$ cat src/rtl/cart_loader_if.sv
// rtl/cart_loader_if.sv - ioctl download stream and SDRAM write-port bundle for cart_loader
// master = HPS/SDRAM side, slave = cart_loader.
interface cart_loader_if;
    logic        ioctl_download;
    logic [7:0]  ioctl_index;
    logic        ioctl_wr;
    logic [24:0] ioctl_addr;
    logic [7:0]  ioctl_dout;
    logic        ioctl_wait;
    logic [23:0] sd_waddr;
    logic [7:0]  sd_din;
    logic        sd_we;
    logic        sd_we_ack;

    modport master (
        output ioctl_download, ioctl_index, ioctl_wr, ioctl_addr, ioctl_dout, sd_we_ack,
        input  ioctl_wait, sd_waddr, sd_din, sd_we
    );

    modport slave (
        input  ioctl_download, ioctl_index, ioctl_wr, ioctl_addr, ioctl_dout, sd_we_ack,
        output ioctl_wait, sd_waddr, sd_din, sd_we
    );
endinterface

$ cat src/rtl/cart_loader.sv
// rtl/cart_loader.sv - cartridge download into SDRAM plus runtime ROM address translation
// Optional macro CART_HEADER_SKIP_EN: enables 512-byte copier header detection and skip.
module cart_loader #(
    parameter int ROM_AW = 22
) (
    input  logic              clk_sys,
    input  logic              RESET_n,
    cart_loader_if.slave      bus,
    input  logic [ROM_AW-1:0] rd_addr,
    output logic [23:0]       rd_addr_out,
    output logic              gg,
    output logic              hdr,
    output logic              dbr
);

    typedef enum logic [1:0] {
        ST_IDLE   = 2'd0,
        ST_LOAD   = 2'd1,
        ST_ACK    = 2'd2,
        ST_FINISH = 2'd3
    } state_t;

    state_t      state_q, state_d;
    logic        dl_q, dl_d;
    logic [23:0] sd_waddr_q, sd_waddr_d;
    logic [24:0] cnt_q, cnt_d;
    logic [7:0]  sd_din_q, sd_din_d;
    logic        sd_we_q, sd_we_d;
    logic        wait_q, wait_d;
    logic [21:0] mask_q, mask_d;
    logic        gg_q, gg_d;
    logic        dbr_q, dbr_d;
    logic [23:0] rd_addr_out_q, rd_addr_out_d;
    logic        hdr_q;

    logic [23:0] rd_ext;
    logic [23:0] mask_ext;
    logic [21:0] mask_upd;
    logic        dl_rise;
    logic [2:0]  unused_index;

    assign unused_index = bus.ioctl_index[7:5];
    assign dl_rise      = bus.ioctl_download && !dl_q;
    assign rd_ext       = 24'(rd_addr);
    assign mask_ext     = {2'b00, mask_q};
    assign mask_upd     = (bus.ioctl_addr == 25'd0) ? 22'd0 : (mask_q | bus.ioctl_addr[21:0]);

`ifdef CART_HEADER_SKIP_EN
    logic [21:0] mask512_q, mask512_d;
    logic [21:0] mask512_upd;
    logic [23:0] mask512_ext;
    logic        hdr_d;

    // Offsets are relative to the end of the copier header.
    assign mask512_upd = (bus.ioctl_addr == 25'd512) ? 22'd0
                       : (mask512_q | (bus.ioctl_addr[21:0] - 22'd512));
    assign mask512_ext = {2'b00, mask512_q};
`endif

    always_comb begin
        state_d    = state_q;
        dl_d       = bus.ioctl_download;
        sd_waddr_d = sd_waddr_q;
        cnt_d      = cnt_q;
        sd_din_d   = sd_din_q;
        sd_we_d    = sd_we_q;
        wait_d     = wait_q;
        mask_d     = mask_q;
        gg_d       = gg_q;
        dbr_d      = dbr_q;
`ifdef CART_HEADER_SKIP_EN
        mask512_d  = mask512_q;
        hdr_d      = hdr_q;
`endif

        case (state_q)
            ST_IDLE: begin
                if (dl_rise) begin
                    state_d    = ST_LOAD;
                    sd_waddr_d = 24'd0;
                    cnt_d      = 25'd0;
                    dbr_d      = 1'b1;
                end
            end
            ST_LOAD: begin
                if (!bus.ioctl_download) begin
                    state_d = ST_FINISH;
                end else if (bus.ioctl_wr) begin
                    state_d  = ST_ACK;
                    sd_din_d = bus.ioctl_dout;
                    sd_we_d  = ~sd_we_q;
                    wait_d   = 1'b1;
                    mask_d   = mask_upd;
                    gg_d     = (bus.ioctl_index[4:0] == 5'd2);
`ifdef CART_HEADER_SKIP_EN
                    if (bus.ioctl_addr >= 25'd512) begin
                        mask512_d = mask512_upd;
                    end
`endif
                end
            end
            ST_ACK: begin
                // A download that ended meanwhile is honoured only once this write lands.
                if (bus.sd_we_ack == sd_we_q) begin
                    wait_d     = 1'b0;
                    sd_waddr_d = sd_waddr_q + 24'd1;
                    cnt_d      = cnt_q + 25'd1;
                    state_d    = bus.ioctl_download ? ST_LOAD : ST_FINISH;
                end
            end
            ST_FINISH: begin
`ifdef CART_HEADER_SKIP_EN
                hdr_d = cnt_q[9];
`endif
                state_d = ST_IDLE;
            end
            default: state_d = ST_IDLE;
        endcase
    end

    always_comb begin
        rd_addr_out_d = rd_ext & mask_ext;
`ifdef CART_HEADER_SKIP_EN
        if (hdr_q) begin
            rd_addr_out_d = (rd_ext & mask512_ext) + 24'd512;
        end
`endif
    end

    always_ff @(posedge clk_sys or negedge RESET_n) begin
        if (!RESET_n) begin
            state_q       <= ST_IDLE;
            dl_q          <= 1'b0;
            sd_waddr_q    <= 24'd0;
            cnt_q         <= 25'd0;
            sd_din_q      <= 8'd0;
            sd_we_q       <= 1'b0;
            wait_q        <= 1'b0;
            mask_q        <= 22'd0;
            gg_q          <= 1'b0;
            dbr_q         <= 1'b0;
            rd_addr_out_q <= 24'd0;
        end else begin
            state_q       <= state_d;
            dl_q          <= dl_d;
            sd_waddr_q    <= sd_waddr_d;
            cnt_q         <= cnt_d;
            sd_din_q      <= sd_din_d;
            sd_we_q       <= sd_we_d;
            wait_q        <= wait_d;
            mask_q        <= mask_d;
            gg_q          <= gg_d;
            dbr_q         <= dbr_d;
            rd_addr_out_q <= rd_addr_out_d;
        end
    end

`ifdef CART_HEADER_SKIP_EN
    always_ff @(posedge clk_sys or negedge RESET_n) begin
        if (!RESET_n) begin
            mask512_q <= 22'd0;
            hdr_q     <= 1'b0;
        end else begin
            mask512_q <= mask512_d;
            hdr_q     <= hdr_d;
        end
    end
`else
    assign hdr_q = 1'b0;
`endif

    assign bus.ioctl_wait = wait_q;
    assign bus.sd_waddr   = sd_waddr_q;
    assign bus.sd_din     = sd_din_q;
    assign bus.sd_we      = sd_we_q;
    assign rd_addr_out    = rd_addr_out_q;
    assign gg             = gg_q;
    assign hdr            = hdr_q;
    assign dbr            = dbr_q;

endmodule

$ cat src/flat_wrapper.sv
// flat-port wrapper written by rule: the top's interface ports become plain ports
module cart_loader_flat 
#(
    parameter int ROM_AW = 22
)
  (clk_sys, RESET_n, rd_addr, rd_addr_out, gg, hdr, dbr, bus_ioctl_download, bus_ioctl_index, bus_ioctl_wr, bus_ioctl_addr, bus_ioctl_dout, bus_sd_we_ack, bus_ioctl_wait, bus_sd_waddr, bus_sd_din, bus_sd_we);
  cart_loader_if bus_i ();
  input  logic clk_sys;
  input  logic RESET_n;
  input  logic [ROM_AW-1:0] rd_addr;
  output logic [23:0] rd_addr_out;
  output logic gg;
  output logic hdr;
  output logic dbr;
  input wire logic [$bits(bus_i.ioctl_download)-1:0] bus_ioctl_download;
  input wire logic [$bits(bus_i.ioctl_index)-1:0] bus_ioctl_index;
  input wire logic [$bits(bus_i.ioctl_wr)-1:0] bus_ioctl_wr;
  input wire logic [$bits(bus_i.ioctl_addr)-1:0] bus_ioctl_addr;
  input wire logic [$bits(bus_i.ioctl_dout)-1:0] bus_ioctl_dout;
  input wire logic [$bits(bus_i.sd_we_ack)-1:0] bus_sd_we_ack;
  output wire logic [$bits(bus_i.ioctl_wait)-1:0] bus_ioctl_wait;
  output wire logic [$bits(bus_i.sd_waddr)-1:0] bus_sd_waddr;
  output wire logic [$bits(bus_i.sd_din)-1:0] bus_sd_din;
  output wire logic [$bits(bus_i.sd_we)-1:0] bus_sd_we;
  assign bus_i.ioctl_download = bus_ioctl_download;
  assign bus_i.ioctl_index = bus_ioctl_index;
  assign bus_i.ioctl_wr = bus_ioctl_wr;
  assign bus_i.ioctl_addr = bus_ioctl_addr;
  assign bus_i.ioctl_dout = bus_ioctl_dout;
  assign bus_i.sd_we_ack = bus_sd_we_ack;
  assign bus_ioctl_wait = bus_i.ioctl_wait;
  assign bus_sd_waddr = bus_i.sd_waddr;
  assign bus_sd_din = bus_i.sd_din;
  assign bus_sd_we = bus_i.sd_we;
  cart_loader #(.ROM_AW(ROM_AW)) u_core (.clk_sys(clk_sys), .RESET_n(RESET_n), .bus(bus_i), .rd_addr(rd_addr), .rd_addr_out(rd_addr_out), .gg(gg), .hdr(hdr), .dbr(dbr));
endmodule
$ cat config.mk
export PLATFORM = sky130hd
export DESIGN_NAME = cart_loader_flat
export DESIGN_NICKNAME = d
export VERILOG_FILES = /design/src/rtl/cart_loader_if.sv /design/src/rtl/cart_loader.sv /design/src/flat_wrapper.sv
export SDC_FILE = /design/constraint.sdc
export NUM_CORES = 1
export LEC_CHECK = 0
export ABC_AREA = 1
export CAP_MARGIN = 20
export CORE_MARGIN = 3
export CORE_UTILIZATION = 45
export CTS_CLUSTER_SIZE = 30
export DETAILED_ROUTE_END_ITERATION = 12
export PLACE_DENSITY = 0.76
export RECOVER_POWER = 100
export SYNTH_ARGS = -nofsm -noshare
export SYNTH_HDL_FRONTEND = slang
export SYNTH_SLANG_ARGS = --single-unit
export TNS_END_PERCENT = 30
$ cat constraint.sdc
create_clock -name clk_sys -period 2.55 [get_ports clk_sys]
set_input_delay 0.51 -clock clk_sys [delete_from_list [all_inputs] [get_ports clk_sys]]
set_output_delay 0.51 -clock clk_sys [all_outputs]
set_load 0.01 [all_outputs]
==> impl_metrics.csv, run 1 <==
group,metric,value,unit
power_and_ir_drop,netSwitchingPower,0.00143,W
cells_and_area,layout_common_cells,"133 x nand2_1, 92 x inv_1, 83 x dfrtp_1, 81 x dlygate4sd3_1, 77 x nor2_1",
yosys,synth.avg_cell_area,7.95,um2
routing,wl_per_cell,13.0,um
sta,drv_slew,0,
yosys,ys_warn_count,0,
sta,fin_worst_skew,0.00813,ns
floorplan,start_util,47.3,%
cells_and_area,mostFrequentLayoutCell,"nand2_1",
yosys,syn_inst,499,
floorplan,dieWidth,99.9,um
placed_design,io_buffers,122,
floorplan,ios,129,
cts,cts_tree,"done",
grt,grt.overflow.total,0,
cts,cts_made_buffers,9,
worst_setup_path,cp-end-kind,"register",
cts,post_cts_resized,0,
worst_setup_path,worstSetupPathType,"reg2reg",
cts,root_buffer,"clkbuf_8",
cts,path_clk_slew,0.09,ns
power_and_ir_drop,netSwitchingFraction,32.9,%
cts,cts.hold.buffers_added,0,
routing,drt_first_pass_iters,4,
routing,vias,3549,
power_and_ir_drop,p_comb_share,31.6,%
sta,hold_violations,0,
routing,drcViolationCount,0,
status,status,"finished, final reports clean",
sta,period_minus_slack,2.08,ns
cells_and_area,nNetsFinal,693,
cts,clkLatencyLatePin,0.35,ns
floorplan,core-area,8380,um2
power_and_ir_drop,powerDensity,797,nW/um2
cells_and_area,fin_util,65.1,%
power_and_ir_drop,clkPwrFrac,24.7,%
routing,routed_via_density,4.82,
floorplan,rows,33,
grt,antenna_found_initial,2,
sta,grt_setup_unrepaired,"false",
sta,finalCritPeriodShare,81.6,%
placed_design,place.gp.congestion,0.854,
worst_setup_path,worstPathArrival,2.32,ns
cells_and_area,finalNonFillerCells,736,
cells_and_area,layout-drive-gt1-share,5.09,%
placed_design,placed_cells,718,
power_and_ir_drop,seqPwrFrac,43.7,%
placed_design,placed_cell_area,5270,um2
placed_design,dpl.hpwl,7290,um
cts,cts_setup_buffers,0,
routing,drt_iter0_markers,101,
grt,grt_max_degree,46,
run,cap_violations,0,
cts,cts_num_sinks,83,
worst_setup_path,cp-start-kind,"register",
grt,grt_usage,19.9,%
routing,routed_wl,9600,um
worst_setup_path,cp.required,2.79,ns
routing,antenna_left,0,
floorplan,fp.dieH,99.9,um
yosys,ys_seq_area_share,52.3,%
cells_and_area,areaGrowthSynthToFinish,37.5,%
cts,clock_path_buffers,2,
min_path,hold_class,"in2async",
cells_and_area,design_area,5460,um2
power_and_ir_drop,irDropWorstVdd,0.000413,V
grt,grt_pass1_wl,16000,um
power_and_ir_drop,p_leak,2.82,nW
sta,fmax,480,MHz
yosys,ys_types,30,
sta,worst_pin_slew,1.11,ns
sta,finalSetupTns,0,ns
power_and_ir_drop,power,0.00435,W
yosys,ys_seq_elements,83,
yosys,synthesis.area,3970,um2
grt,grt_pass1_vias,3509,
sta,slew_headroom,25.9,%
sta,final-setup-viol-count,0,
cts,cts_max_level,3,
floorplan,die_area,9980,um2
power_and_ir_drop,p_int,0.00291,W
worst_setup_path,cp_max_fo,20,
==> routing by layer <==
| metal | part of all wire, % | track usage [%] | vias up | wire, um |
|---|---|---|---|---|
| met3 | 8.4 | 5.49 | 18 | 804 |
| li1 | - | - | 1766 | - |
| met4 | 2.1 | 7.77 | 0 | 200 |
| met2 | 49 | 34.0 | 116 | 4710 |
| met1 | 40 | 23.8 | 1649 | 3880 |
| met5 | 0 | 0 | - | 0 |
==> Yosys cell counts (all sizes together) <==
library cell    n  share of area (%)
buf            13                2.5
nand4          14                2.2
and2            2               0.32
nand2         135                 13
nor3            3               0.38
ha              1               0.32
nor2           83                8.4
o21ai          10                1.3
a21o            8                1.5
o31ai           1               0.32
a21oi           2               0.25
dfrtp          83                 52
a31o            1               0.22
conb            1              0.095
nand3          24                3.5
nor4            2               0.32
o21bai         19                3.6
nand3b          1               0.19
xor2            1               0.22
clkbuf          1              0.095
inv            93                8.8
xnor2           1               0.22
==> metrics by stage <==
step                setup WS [ns]  hold slack [ns]
floorplan                    1.16            0.214
global placement            0.257            0.444
detailed placement          0.170            0.438
CTS                         0.545            0.133
global route                0.219            0.371
finish                      0.469            0.296
==> layout make-up <==
cell class / instances / area (um2)
repair buffers: 126 / 1240
clock buffers: 10 / 138
clock inverters: 6 / 88.8
inverters: 93 / 349
flip-flops and latches: 83 / 2080
diodes: 2 / 5.00
fillers: 717 / 2930
well taps: 105 / 131
multi-input cells: 311 / 1420
==> registers in the layout (all words and copies together), names as in the netlist <==
register	flops
u_core.bus.sd_din	8
u_core.bus.sd_waddr	24
u_core.rd_addr_out	22
u_core.mask_q	22
u_core.bus.ioctl_wait	1
u_core.dbr	1
u_core.state_q	2
u_core.dl_q	1
u_core.bus.sd_we	1
u_core.gg	1
==> cell families after synthesis <==
kind of cell    synth area share (%)
compound gates                  7.16
buf+inv                         11.4
xor+xnor                       0.442
simple gates                    28.3
other cells                   0.0945
flops                           52.3
fa+ha+maj                      0.315
==> worst paths after layout <==
check / from / end / slack, ns / depth (start not counted)
max in group asynchronous: RESET_n / u_core.state_q[1] / 0.62 / 2
min in group clk_sys: u_core.dbr / u_core.dbr / 0.47 / 2
min: RESET_n / u_core.bus.sd_waddr[2] / 0.30 / 1
max: u_core.state_q[0] / u_core.bus.sd_waddr[8] / 0.47 / 9
max reg2reg: u_core.state_q[0] / u_core.bus.sd_waddr[8] / 0.47 / 9
min reg2reg: u_core.dbr / u_core.dbr / 0.47 / 2
==> power by group through the flow <==
stage                     Clock [W]  Sequential [W]  Combinational (W)
final                       0.00107         0.00190            0.00137
after global routing        0.00114         0.00195            0.00154
after CTS                   0.00110         0.00192            0.00149
after detailed placement          0         0.00193            0.00149
after global placement            0         0.00191            0.00143
after floorplan                   0         0.00198           0.000735
==> worst max-delay path: stages, from the launching register on <==
cell	delay (ns)
dfrtp_1	0.44
nor2_1	0.65
inv_2	0.11
nor2_1	0.23
nor2_2	0.05
buf_4	0.20
nand3_1	0.12
nand2_1	0.06
nand2_1	0.06
nor2_1	0.05
Note: power is estimated with default switching activity, not from simulation.
==> run 2, diff against run 1 <==
--- a/config.mk
+++ b/config.mk
@@ -8,10 +8,10 @@
 export ABC_AREA = 1
 export CAP_MARGIN = 20
 export CORE_MARGIN = 3
-export CORE_UTILIZATION = 45
+export CORE_UTILIZATION = 42
 export CTS_CLUSTER_SIZE = 30
 export DETAILED_ROUTE_END_ITERATION = 12
-export PLACE_DENSITY = 0.76
+export PLACE_DENSITY = 0.75
 export RECOVER_POWER = 100
 export SYNTH_ARGS = -nofsm -noshare
 export SYNTH_HDL_FRONTEND = slang
==> constraint.sdc (replaced) <==
create_clock -name clk_sys -period 1.85 [get_ports clk_sys]
set_input_delay 0.37 -clock clk_sys [delete_from_list [all_inputs] [get_ports clk_sys]]
set_output_delay 0.37 -clock clk_sys [all_outputs]
set_load 0.01 [all_outputs]
==> run 2 against run 1 <==
  * Critical path depth is 8 lower
  * Wire length is 0.85% lower
  * Via count up 1.3%
  * Register-to-register slack lost 0.26 ns
  * Cell area increased by 3.0%
  * Worst hold slack better by 0.17 ns
  * Largest power group unchanged
  * Clock skew rose by 0.0018 ns
  * Global-route usage fell by 0.56 points
  * Utilization down 2.2 points
  * Non-clock buffer count grew 12
==> impl_metrics.csv, run 2 (synthesis results as in run 1) <==
group,metric,value,unit
status,status,"finished, final reports clean",
worst_setup_path,critPathMaxStageDelay,0.60,ns
cts,cts_setup_buffers,0,
cells_and_area,seq_area,2080,um2
grt,antenna_found_initial,3,
power_and_ir_drop,irDropWorstVdd,0.000604,V
cts,cts_max_level,3,
min_path,min_from,"u_core.mask_q[2]",
placed_design,place.gp.congestion,0.871,
sta,worst_pin_slew,0.803,ns
grt,grt_use_met2,33.2,%
min_path,min_to,"u_core.rd_addr_out[2]",
routing,antenna_left,0,
routing,wl_per_cell,12.7,um
power_and_ir_drop,power,0.00632,W
placed_design,dpl.hpwl,7270,um
routing,routed_via_density,4.78,
grt,grt.overflow.total,0,
worst_setup_path,rr_worst_depth,5,
cts,path_clk_slew,0.09,ns
cts,clock_path_buffers,2,
run,cap_violations,0,
grt,grt_pass1_vias,3595,
routing,vias,3596,
worst_setup_path,critical-path-slowest-cell,"clkdlybuf4s50_1",
cts,clkLatencyLatePin,0.34,ns
routing,routed_wl,9520,um
floorplan,ios,129,
grt,grt_pass1_wl,16300,um
sta,fin_worst_skew,0.00992,ns
min_path,hold_depth,2,
cts,root_buffer,"clkbuf_8",
floorplan,die_area,10600,um2
worst_setup_path,worstPathArrival,1.43,ns
grt,grt.busiest_layer,"met2",
worst_setup_path,crit_family,"buffers and inverters",
worst_setup_path,critPathBufInv,1,
placed_design,placed_cells,732,
power_and_ir_drop,p_leak,2.85,nW
min_path,hold_class,"reg2reg",
cells_and_area,nFillCells,807,
worst_setup_path,r2r_setup_slack,0.21,ns
sta,fmax,555,MHz
cts,cts_num_sinks,83,
routing,drt_iter0_markers,111,
routing,drcViolationCount,0,
worst_setup_path,worstSetupPathType,"reg2out",
grt,grt_max_degree,43,
worst_setup_path,cp-start-kind,"register",
cells_and_area,finalNonFillerCells,752,
worst_setup_path,r2r_end,"u_core.bus.sd_waddr[14]",
cells_and_area,largest_reg_flops,24,
placed_design,io_buffers,122,
cells_and_area,fin_util,62.9,%
cells_and_area,design_area,5620,um2
cells_and_area,layout-drive-gt1-share,5.93,%
cells_and_area,nNetsFinal,705,
cells_and_area,multi_input_area,1420,um2
routing,drt_first_pass_iters,4,
sta,hold_violations,0,
cts,cts_tree,"done",
floorplan,fp.dieH,103,um
floorplan,start_util,44.4,%
floorplan,rows,34,
worst_setup_path,crit_chain,"clkdlybuf4s50_1",
worst_setup_path,cp_max_fo,6,
sta,period_minus_slack,1.80,ns
cts,cts_made_buffers,9,
floorplan,dieWidth,103,um
sta,drv_slew,0,
grt,grt_usage,19.3,%
grt,grtUsageMet3,6.77,%
sta,slew_headroom,46.5,%
sta,finalCritPeriodShare,97.5,%
floorplan,core-area,8930,um2
cells_and_area,mostFrequentLayoutCell,"nand2_1",
placed_design,placed_cell_area,5390,um2
sta,final-setup-viol-count,0,
cts,cts.hold.buffers_added,1,
grt,grtUsageMet1,22.8,%
worst_setup_path,cp-end-kind,"primary output",
cells_and_area,areaGrowthSynthToFinish,41.7,%
worst_setup_path,r2r_start,"u_core.state_q[0]",
cts,post_cts_resized,0,
worst_setup_path,cp.required,1.48,ns
power_and_ir_drop,powerDensity,1120,nW/um2
cells_and_area,layout_common_cells,"133 x nand2_1, 93 x inv_1, 83 x dfrtp_1, 79 x nor2_1, 67 x dlygate4sd3_1",
run 2: how the worst max path moves through the flow:
| stage | to | cells past startpoint | slack (ns) | from |
|---|---|---|---|---|
| floorplan | u_core.bus.sd_waddr[20] | 8 | 0.46 | u_core.bus.sd_waddr[0] |
| global placement | u_core.mask_q[2] | 7 | 0.01 | bus_ioctl_download |
| detailed placement | u_core.mask_q[5] | 8 | -0.03 | bus_ioctl_download |
| CTS | bus_sd_waddr[15] | 1 | 0.05 | u_core.bus.sd_waddr[15] |
| global route | u_core.mask_q[13] | 8 | -0.004 | bus_ioctl_download |
| finish | bus_sd_waddr[15] | 1 | 0.05 | u_core.bus.sd_waddr[15] |
run 2: final cells by class:
| type | count | area share (%) |
|---|---|---|
| sequential | 83 | 37.0 |
| timing repair buffer | 138 | 24.3 |
| inverter | 93 | 6.21 |
| clock buffer | 10 | 2.27 |
| multi-input combinational | 311 | 25.3 |
| antenna | 3 | 0.134 |
| tap | 108 | 2.40 |
| clock inverter | 6 | 2.43 |
run 2: where the power goes:
| group | switching, W | internal (W) |
|---|---|---|
| registers | 0.000282 | 0.00233 |
| logic | 0.00102 | 0.000992 |
| clock network | 0.000664 | 0.00104 |
run 2: metrics by stage:
stage	setup WS [ns]	TNS (ns)	hold slack, ns
after floorplan	0.457	0	0.0744
after global placement	0.00990	0	0.339
after detailed placement	-0.0335	-0.235	0.347
after CTS	0.0467	0	0.469
after global routing	-0.00448	-0.00448	0.499
final	0.0467	0	0.464
run 2: worst reg2reg max path, cell delays in order (launching register included):
cell and delay (ns):
dfrtp_1 0.45, nor2_1 0.25, nand3_2 0.11, nand3_1 0.39, clkbuf_1 0.21, o21ai_0 0.11
run 2: layer usage:
layer / vias up / part of all wire (%)
met1: 1685 / 41
met4: 0 / 1.1
li1: 1788 / -
met5: - / 0
met3: 10 / 7.9
met2: 113 / 49
==> run 3, diff against run 2 <==
--- a/config.mk
+++ b/config.mk
@@ -6,13 +6,12 @@
 export NUM_CORES = 1
 export LEC_CHECK = 0
 export ABC_AREA = 1
-export CAP_MARGIN = 20
 export CORE_MARGIN = 3
 export CORE_UTILIZATION = 42
 export CTS_CLUSTER_SIZE = 30
 export DETAILED_ROUTE_END_ITERATION = 12
 export PLACE_DENSITY = 0.75
-export RECOVER_POWER = 100
+export RECOVER_POWER = 25
 export SYNTH_ARGS = -nofsm -noshare
 export SYNTH_HDL_FRONTEND = slang
 export SYNTH_SLANG_ARGS = --single-unit
==> run 3 against run 2 <==
  * Clock skew shrank 0.0017 ns
  * Cell count unchanged
  * Die area stayed put
  * Sequential cell count unchanged
  * Critical path depth stayed put
  * Clock-buffer cell count unchanged
  * Sequential share of layout area is 0.29 points lower
  * Cell area is 0.80% higher
  * Clock power hardly changed
  * Global-route usage is the same
  * Power is 2.3% higher
==> impl_metrics.csv, run 3 (synthesis results as in run 1) <==
group,metric,value,unit
status,status,"finished, final reports clean",
routing,drcViolationCount,0,
cts,cts_tree,"done",
worst_setup_path,r2r_start,"u_core.bus.sd_waddr[0]",
cells_and_area,mostFrequentLayoutCell,"nand2_1",
grt,antenna_found_initial,3,
floorplan,dieWidth,103,um
floorplan,start_util,44.4,%
power_and_ir_drop,netSwitchingFraction,30.8,%
cts,cts_max_level,3,
grt,grt_max_degree,43,
floorplan,ios,129,
sta,final-setup-viol-count,0,
routing,wl_per_cell,12.6,um
min_path,hold_class,"reg2reg",
floorplan,die_area,10600,um2
sta,drv_slew,0,
cts,clkLatencyLatePin,0.34,ns
min_path,min_to,"u_core.rd_addr_out[2]",
sta,finalCritPeriodShare,96.9,%
min_path,min_from,"u_core.mask_q[2]",
cts,path_clk_slew,0.08,ns
worst_setup_path,cp_max_fo,6,
grt,grt_pass1_vias,3595,
placed_design,io_buffers,122,
worst_setup_path,r2r_setup_slack,0.29,ns
cells_and_area,nFillCells,795,
worst_setup_path,cp-end-kind,"primary output",
cells_and_area,areaGrowthSynthToFinish,42.8,%
cts,cts_num_sinks,83,
cells_and_area,layout-drive-gt1-share,7.33,%
sta,worst_pin_slew,0.829,ns
sta,fmax,558,MHz
worst_setup_path,critPathMaxStageDelay,0.60,ns
sta,grt_setup_unrepaired,"false",
power_and_ir_drop,p_leak,2.79,nW
power_and_ir_drop,power,0.00647,W
placed_design,placed_cell_area,5390,um2
grt,grt.overflow.total,0,
worst_setup_path,rr_worst_depth,9,
sta,period_minus_slack,1.79,ns
routing,antenna_left,0,
routing,routed_wl,9500,um
cells_and_area,seq_area,2080,um2
worst_setup_path,crit_chain,"clkdlybuf4s50_1",
routing,drt_first_pass_iters,4,
placed_design,place.gp.congestion,0.871,
cts,root_buffer,"clkbuf_8",
power_and_ir_drop,clkPwrFrac,26.3,%
floorplan,fp.dieH,103,um
worst_setup_path,r2r_end,"u_core.bus.sd_waddr[22]",
worst_setup_path,critPathBufInv,1,
grt,grt_usage,19.3,%
floorplan,core-area,8930,um2
cells_and_area,nNetsFinal,705,
routing,drt_iter0_markers,114,
floorplan,rows,34,
sta,hold_violations,0,
routing,routed_via_density,4.76,
power_and_ir_drop,irDropWorstVdd,0.000629,V
run,cap_violations,0,
power_and_ir_drop,seqPwrFrac,40.6,%
sta,fin_worst_skew,0.00824,ns
worst_setup_path,worstSetupPathType,"reg2out",
cells_and_area,fin_util,63.4,%
cts,cts_made_buffers,9,
worst_setup_path,worstPathArrival,1.42,ns
placed_design,dpl.hpwl,7270,um
worst_setup_path,critical-path-slowest-cell,"clkdlybuf4s50_1",
worst_setup_path,crit_family,"buffers and inverters",
power_and_ir_drop,netSwitchingPower,0.00199,W
min_path,hold_depth,2,
routing,vias,3576,
cts,post_cts_resized,0,
power_and_ir_drop,p_int,0.00448,W
power_and_ir_drop,powerDensity,1140,nW/um2
grt,grt_pass1_wl,16300,um
cells_and_area,layout_common_cells,"133 x nand2_1, 98 x clkdlybuf4s50_1, 92 x inv_1, 83 x dfrtp_1, 76 x nor2_1",
cells_and_area,multi_input_area,1450,um2
worst_setup_path,cp-start-kind,"register",
worst_setup_path,cp.required,1.48,ns
power_and_ir_drop,p_comb_share,33.1,%
cells_and_area,design_area,5670,um2
cts,clock_path_buffers,2,
sta,slew_headroom,44.7,%
cells_and_area,largest_reg_flops,24,
[run 3: cell types whose count changed in the layout (fill, tap and decap cells not counted), sizes merged]
cell           before  now
buf                10   14
dlygate4sd3        67   24
clkbuf             16   12
clkdlybuf4s50      55   98
[run 3: worst max path at each step]
stage	from	end	slack [ns]	cells after the start
after floorplan	u_core.bus.sd_waddr[0]	u_core.bus.sd_waddr[20]	0.46	8
after global placement	bus_ioctl_download	u_core.mask_q[2]	0.01	7
after detailed placement	bus_ioctl_download	u_core.mask_q[5]	-0.03	8
after CTS	u_core.bus.sd_waddr[15]	bus_sd_waddr[15]	0.05	1
after global routing	u_core.bus.sd_waddr[2]	bus_sd_waddr[2]	0.0005	1
final	u_core.bus.sd_waddr[15]	bus_sd_waddr[15]	0.06	1
[run 3: per-layer routing]
layer,global-route usage (%),up-vias,share of wire [%]
li1,-,1781,-
met1,22.8,1661,41
met2,33.2,118,49
met3,6.77,16,8.4
met4,6.18,0,1.5
met5,0,-,0
[run 3: repair_timing]
item	CTS	global route
buffers inserted	0	0
hold buffers	1	0
endpoints found under the hold margin	30	0
[run 3: tightest hold or removal path: stages (launching register included)]
cell and delay (ns):
dfrtp_1 0.35, nand2_1 0.05, inv_1 0.04
[run 3: per-stage QoR]
step	hold slack (ns)	instances	setup slack, ns	TNS, ns
after floorplan	0.0744	501	0.457	0
after global placement	0.339	732	0.00990	0
after detailed placement	0.347	732	-0.0335	-0.235
after CTS	0.469	749	0.0467	0
after global routing	0.499	752	0.000465	0
final	0.464	752	0.0572	0
[run 3: power by group through the flow]
stage          logic, W  clock network [W]  registers, W
6_report        0.00214            0.00170       0.00263
5_1_grt         0.00237            0.00185       0.00270
4_1_cts         0.00218            0.00174       0.00263
3_3_place_gp    0.00211                  0       0.00264
2_1_floorplan   0.00101                  0       0.00273
3_5_place_dp    0.00218                  0       0.00265
[run 3: layout make-up]
class | count | share of cell area [%]
sequential | 83 | 36.7
multi-input combinational | 311 | 25.5
timing repair buffer | 138 | 24.5
inverter | 93 | 6.16
clock inverter | 6 | 2.41
tap | 108 | 2.39
clock buffer | 10 | 2.25
antenna | 3 | 0.133
